--- src/rtl/pool_wr_sched.sv ---
// Row scheduler feeding the pooling BRAM writer: buffers one pooled row and issues one writer run per row.
// Optional writer watchdog is built when POOL_SCHED_TIMEOUT_EN is defined.
`timescale 1ns/1ps
module pool_wr_sched #(
   parameter int OCH    = 6,
   parameter int OY     = 14,
   parameter int OX     = 14,
   parameter int O_F_BW = 8,
   parameter int TO_CYC = 64
) (
   input  logic                       clk,
   input  logic                       areset,
   input  logic                       i_start,
   input  logic                       i_row_valid,
   input  logic [OX*O_F_BW-1:0]       i_row_pool,
   output logic                       o_row_ready,
   output logic                       o_wr_run,
   output logic [$clog2(OY)-1:0]      o_wr_oy_idx,
   output logic [$clog2(OCH)-1:0]     o_wr_och_idx,
   output logic [OX*O_F_BW-1:0]       o_wr_ox_pool,
   input  logic                       i_wr_ot_done,
   input  logic                       i_wr_en_err,
   output logic                       o_idle,
   output logic                       o_busy,
   output logic                       o_done,
   output logic                       o_err
);

   localparam int ROW_W = OX * O_F_BW;
   localparam int OY_W  = $clog2(OY);
   localparam int OCH_W = $clog2(OCH);
   localparam int TOTAL = OCH * OY;
   localparam int CNT_W = $clog2(TOTAL + 1);

   // Upstream handshake: a row moves when i_row_valid && o_row_ready at a clock edge;
   // o_row_ready depends only on registered state, never on i_row_valid.

   typedef enum logic [2:0] {
      S_IDLE  = 3'd0,
      S_FILL  = 3'd1,
      S_ISSUE = 3'd2,
      S_WAIT  = 3'd3,
      S_DONE  = 3'd4
   } state_t;

   state_t             state;
   state_t             state_nxt;
   logic               busy;
   logic               buf_full;
   logic [ROW_W-1:0]   row_buf;
   logic [OY_W-1:0]    oy_idx;
   logic [OCH_W-1:0]   och_idx;
   logic [CNT_W-1:0]   rows_acc;
   logic               last_issued;
   logic               err;
   logic               row_xfer;
   logic               start_idle;
   logic               last_row;
   logic               timeout;

   assign busy        = (state != S_IDLE);
   assign o_row_ready = busy && !buf_full && (rows_acc < CNT_W'(TOTAL));
   assign row_xfer    = i_row_valid && o_row_ready;
   assign start_idle  = i_start && (state == S_IDLE);
   assign last_row    = (oy_idx == OY_W'(OY - 1)) && (och_idx == OCH_W'(OCH - 1));

`ifdef POOL_SCHED_TIMEOUT_EN
   localparam int TO_W = $clog2(TO_CYC + 1);
   logic [TO_W-1:0] to_cnt;

   // Held at zero outside WAIT, so every entry into WAIT starts a fresh count.
   always_ff @(posedge clk) begin
      if (areset || (state != S_WAIT)) begin
         to_cnt <= '0;
      end else begin
         to_cnt <= to_cnt + 1'b1;
      end
   end

   assign timeout = (state == S_WAIT) && !i_wr_ot_done && (to_cnt == TO_W'(TO_CYC - 1));
`else
   assign timeout = 1'b0;
`endif

   always_ff @(posedge clk) begin
      if (areset) begin
         state <= S_IDLE;
      end else begin
         state <= state_nxt;
      end
   end

   always_comb begin
      state_nxt = state;
      o_wr_run  = 1'b0;
      o_done    = 1'b0;
      o_busy    = busy;
      o_idle    = !busy;
      case (state)
         S_IDLE: begin
            if (i_start) state_nxt = S_FILL;
         end
         S_FILL: begin
            if (buf_full) state_nxt = S_ISSUE;
         end
         S_ISSUE: begin
            o_wr_run  = 1'b1;
            state_nxt = S_WAIT;
         end
         S_WAIT: begin
            if (i_wr_ot_done) begin
               if (last_issued) begin
                  state_nxt = S_DONE;
               end else if (buf_full) begin
                  state_nxt = S_ISSUE;
               end else begin
                  state_nxt = S_FILL;
               end
            end else if (timeout) begin
               state_nxt = S_IDLE;
            end
         end
         S_DONE: begin
            o_done    = 1'b1;
            state_nxt = S_IDLE;
         end
         default: state_nxt = S_IDLE;
      endcase
   end

   // Row buffer, indices and counters. A transfer can never coincide with ISSUE
   // because ISSUE is only reached with the buffer full.
   always_ff @(posedge clk) begin
      if (areset) begin
         buf_full    <= 1'b0;
         row_buf     <= '0;
         oy_idx      <= '0;
         och_idx     <= '0;
         rows_acc    <= '0;
         last_issued <= 1'b0;
      end else if (start_idle) begin
         buf_full    <= 1'b0;
         oy_idx      <= '0;
         och_idx     <= '0;
         rows_acc    <= '0;
         last_issued <= 1'b0;
      end else begin
         if (row_xfer) begin
            row_buf  <= i_row_pool;
            buf_full <= 1'b1;
            rows_acc <= rows_acc + 1'b1;
         end
         if (state == S_ISSUE) begin
            buf_full    <= 1'b0;
            last_issued <= last_row;
            if (och_idx == OCH_W'(OCH - 1)) begin
               och_idx <= '0;
               oy_idx  <= oy_idx + 1'b1;
            end else begin
               och_idx <= och_idx + 1'b1;
            end
         end
         if (timeout) begin
            buf_full <= 1'b0;
         end
      end
   end

   // Sticky error: a start while idle clears it, any error source in the same cycle wins.
   always_ff @(posedge clk) begin
      if (areset) begin
         err <= 1'b0;
      end else begin
         err <= (start_idle ? 1'b0 : err)
              | (i_start && busy)
              | i_wr_en_err
              | (i_wr_ot_done && (state != S_WAIT))
              | timeout;
      end
   end

   assign o_err        = err;
   assign o_wr_oy_idx  = oy_idx;
   assign o_wr_och_idx = och_idx;
   assign o_wr_ox_pool = row_buf;

endmodule
--- config.mk ---
export PLATFORM = sky130hd
export DESIGN_NAME = pool_wr_sched
export DESIGN_NICKNAME = d
export VERILOG_FILES = /design/src/rtl/pool_wr_sched.sv
export SDC_FILE = /design/constraint.sdc
export NUM_CORES = 1
export LEC_CHECK = 0
export BUFFER_PORTS_ARGS = -buffer_cell sky130_fd_sc_hd__buf_2
export CORE_MARGIN = 4
export CORE_UTILIZATION = 45
export DETAILED_ROUTE_END_ITERATION = 10
export GPL_TIMING_DRIVEN = 0
export HOLD_SLACK_MARGIN = 0.02
export PLACE_DENSITY = 0.79
export SYNTH_ARGS = -nofsm -noshare
export SYNTH_HDL_FRONTEND = slang
export SYNTH_SLANG_ARGS = --single-unit
--- constraint.sdc ---
create_clock -name clk -period 1.8 [get_ports clk]
set_clock_uncertainty 0.1 [all_clocks]
set_input_delay 0.18 -clock clk [delete_from_list [all_inputs] [get_ports clk]]
set_output_delay 0.18 -clock clk [all_outputs]
set_load 0.05 [all_outputs]
==> results.py <==
metrics = {
    "global_routing": {
        "grt_use_total": 0.276,
        "grt_max_degree": 17,
        "antenna_found_initial": 0,
        "grt_pass1_vias": 5640,
        "grt_first_pass_wirelength_um": 28200,
        "grt_overflow_total": 0,
    },
    "place": {
        "post-place-ws_ps": -116,
        "gp_congestion": 0.804,
        "io_buffers": 241,
        "place_hpwl_um": 10200,
        "dp_cells": 972,
    },
    "routing": {
        "firstDrtPassIters": 5,
        "wirelength_um": 17700,
        "avgViaCountPerCell": 5.05,
        "drc": 0,
        "wl_per_cell_um": 15.7,
        "ant_nets": 0,
        "vias": 5676,
        "dr.first_iter.drc_count": 329,
    },
    "synth": {
        "synth_top_family_by_area": "simple AND/OR/NAND/NOR gates",
        "synthXorXnorAreaFrac": 0.00901,
        "synth_seq_area_share": 0.544,
        "synth_compound_area_frac": 0.149,
        "synth_cell_types": 38,
        "yosysWarnings": 0,
        "yosys.area.top_type_share": 0.544,
        "synth.avg_cell_area_um2": 8.17,
        "syn_area_um2": 4860,
        "synthMuxAreaShare": 0.00438,
        "synth_nets": 716,
        "yosys.area_share.adder": 0.00772,
        "synth.area.top_cells": "dfxtp_1 (54%), nand2_1 (18%), a21oi_1 (12%)",
        "syn_inst": 595,
        "ys_ff_latch": 132,
        "yosys.area_share.simple": 0.225,
        "yosysTopAreaCell": "dfxtp_1",
    },
    "die": {
        "floorplan.die_area_um2": 12500,
        "start_util": 0.467,
        "io_pins": 243,
        "core_area_um2": 10400,
        "die_h_um": 112,
        "std_cell_rows": 37,
        "die_w_um": 112,
    },
    "critical_path": {
        "reg2reg_slack_ps": 50,
        "critPathCaptureType": "primary output",
        "critical-path-max-stage-delay_ps": 440,
        "slowest_stage": "dfxtp_1",
        "crit_type": "register to primary output",
        "crit_chain": "nor3_4 > buf_4 > o211a_4 > buf_8",
        "rr_worst_depth": 7,
        "crit_arrival_ps": 1540,
        "critPathMaxFanout": 4,
        "crit_required_ps": 1520,
        "startpoint_type": "register",
        "worstReg2RegEnd": "o_wr_ox_pool[78]",
        "r2r_start": "rows_acc[2]",
    },
    "pwr": {
        "p_seq_frac": 0.385,
        "p_int_uw": 5830,
        "switching_power_uw": 2300,
        "ir_drop_uv": 906,
        "clockPowerShare": 0.435,
        "powerDensity_nw_per_um2": 995,
        "p_leak_uw": 0.00369,
        "switching_share": 0.283,
        "power_frac_comb": 0.180,
    },
    "sta": {
        "setup_viol": 1,
        "rsz0062_at_grt": "true",
        "fin_crit_sh": 1.01,
        "maxSlewHeadroom": 0.612,
        "fin_crit_ps": 1820,
        "hold_viol_final": 0,
        "fmax_mhz": 549,
        "finalMaxSlewViolations": 0,
        "worst_slew_pin_slew_ps": 582,
        "hold_slack_ps": 345,
        "setup_slack_ps": -21.7,
        "final.setup.tns_ps": -21.7,
    },
    "run_status": {
        "violations": "setup timing",
        "status": "complete, but fails checks",
    },
    "clock_network": {
        "htreeDepth": 4,
        "clk_pin_slew_ps": 60,
        "cts_num_sinks": 132,
        "clock-root-buffer": "clkbuf_8",
        "cts.path.max_buffers": 2,
        "numCtsBuffers": 17,
        "cts_tree": "done",
        "insertion_delay_ps": 500,
    },
    "finish": {
        "syn2layout_area_growth_pct": 68.1,
        "final_cell_count_no_fill": 1125,
        "n_antenna_cell": 0,
        "multi_input_area_um2": 1960,
        "nets": 1099,
        "fillers": 646,
        "regArea_um2": 2660,
        "fin_util": 0.784,
        "drive_gt1_frac": 0.325,
    },
    "hold_path": {
        "hp-start": "areset",
        "hold_class": "input pin to register",
        "min_path_cells": 3,
        "hold-path-endpoint": "o_wr_ox_pool[52]",
    },
    "job": {
        "drv_cap": 0,
    },
}
[worst max-delay path: cells and delay by family, from the launching register on]
kind            cells  cell delay, ps
compound gates      1             250
buf+inv             2             290
flops               1             440
simple gates        1              60
[power by group through the flow]
stage / clock network, uW / logic (uW) / registers (uW)
2_1_floorplan: 0 / 394 / 3620
4_1_cts: 3560 / 1410 / 3120
6_report: 3530 / 1470 / 3130
5_1_grt: 3700 / 1560 / 3140
3_3_place_gp: 0 / 1200 / 3180
3_5_place_dp: 0 / 1200 / 3180
[sequential cells by signal, indices dropped and copies added, names as in the netlist]
signal,flops
o_err,1
state,3
o_wr_och_idx,3
buf_full,1
last_issued,1
o_wr_oy_idx,4
o_wr_ox_pool,112
rows_acc,7
[layout by cell type, fill, tap and decap left out, types with 4 or more instances in the layout]
cell type,Yosys,final
a21oi_1,121,120
buf_2,8,244
buf_4,12,14
buf_6,8,14
bufinv_16,0,4
clkbuf_1,13,14
clkbuf_16,0,16
dfxtp_1,132,127
dlygate4sd3_1,0,117
inv_1,5,5
nand2_1,232,232
nand3_1,5,5
nor2_1,12,12
o21ai_0,5,4
[cell families (layout without fill, tap and decap cells)]
group | after synthesis | in the layout
AOI/OAI and AO/OA | 136 | 136
xor gates and xnor gates | 5 | 5
adders and majority gates | 3 | 3
buffers and inverters | 48 | 442
DFF | 132 | 132
muxes | 2 | 2
and+or+nand+nor | 269 | 269
[worst max-delay path by stage]
stage	slack [ps]	endpoint	from	depth (start not counted)
after floorplan	-270	o_wr_ox_pool[0]	state[1]	9
after global routing	-80	o_row_ready	state[1]	4
after global placement	-70	o_wr_ox_pool[48]	areset	4
after detailed placement	-120	o_wr_ox_pool[43]	areset	4
final	-20	o_row_ready	rows_acc[5]	4
after CTS	-30	o_row_ready	state[1]	5
[cells in the mapped netlist]
cell type,count
buf_6,8
nor2_1,12
o211a_1,2
ha_1,3
clkbuf_2,1
nor4_1,1
dfxtp_1,132
a32oi_1,1
nor3b_1,1
a21oi_1,121
buf_2,8
nand4_1,2
nor2b_1,2
xnor2_1,3
nand4b_1,1
buf_4,12
xor2_1,2
nand3_1,5
o22ai_1,1
and4bb_1,1
or3_1,3
nand2_1,232
and2_1,2
a211o_1,1
o211ai_4,1
a211oi_1,2
clkbuf_1,13
mux2i_1,1
o21ai_0,5
nand2b_1,1
inv_1,5
nand3b_1,1
inv_4,1
a21o_1,1
mux2_2,1
o21ai_1,1
nor3_4,2
nor3_1,3
[per-stage QoR]
stage	cell area, um2	total power (uW)
2_1_floorplan	4910	4020
3_3_place_gp	6290	4380
3_5_place_dp	6290	4380
4_1_cts	8090	8080
5_1_grt	8170	8400
6_report	8170	8130
[cell type report]
| cell class | count | share of cell area |
|---|---|---|
| flip-flops and latches | 132 | 0.325 |
| inverters | 6 | 0.00306 |
| clock inverters | 12 | 0.0224 |
| clock buffers | 18 | 0.0512 |
| repair buffers | 366 | 0.301 |
| well taps | 136 | 0.0208 |
| plain buffers | 40 | 0.0374 |
| multi-input cells | 415 | 0.239 |
[what timing repair did]
| item | 4_1_cts | 5_1_grt |
|---|---|---|
| buffers inserted | 2 | 6 |
| cloned | 0 | 0 |
| hold buffers | 117 | 0 |
| endpoints found under the setup margin | 5 | 38 |
| pin swaps | 2 | 3 |
| endpoints found under the hold margin | 117 | 0 |
| resized for setup | 8 | 15 |
[metal layers]
| metal | vias to the layer above | GRT usage | routed length, um |
|---|---|---|---|
| met5 | - | 0 | 0 |
| met4 | 0 | 0.131 | 692 |
| met3 | 65 | 0.0984 | 1590 |
| met2 | 300 | 0.481 | 8820 |
| met1 | 2600 | 0.299 | 6600 |
| li1 | 2711 | - | - |
(Power assumes the default switching activity.)
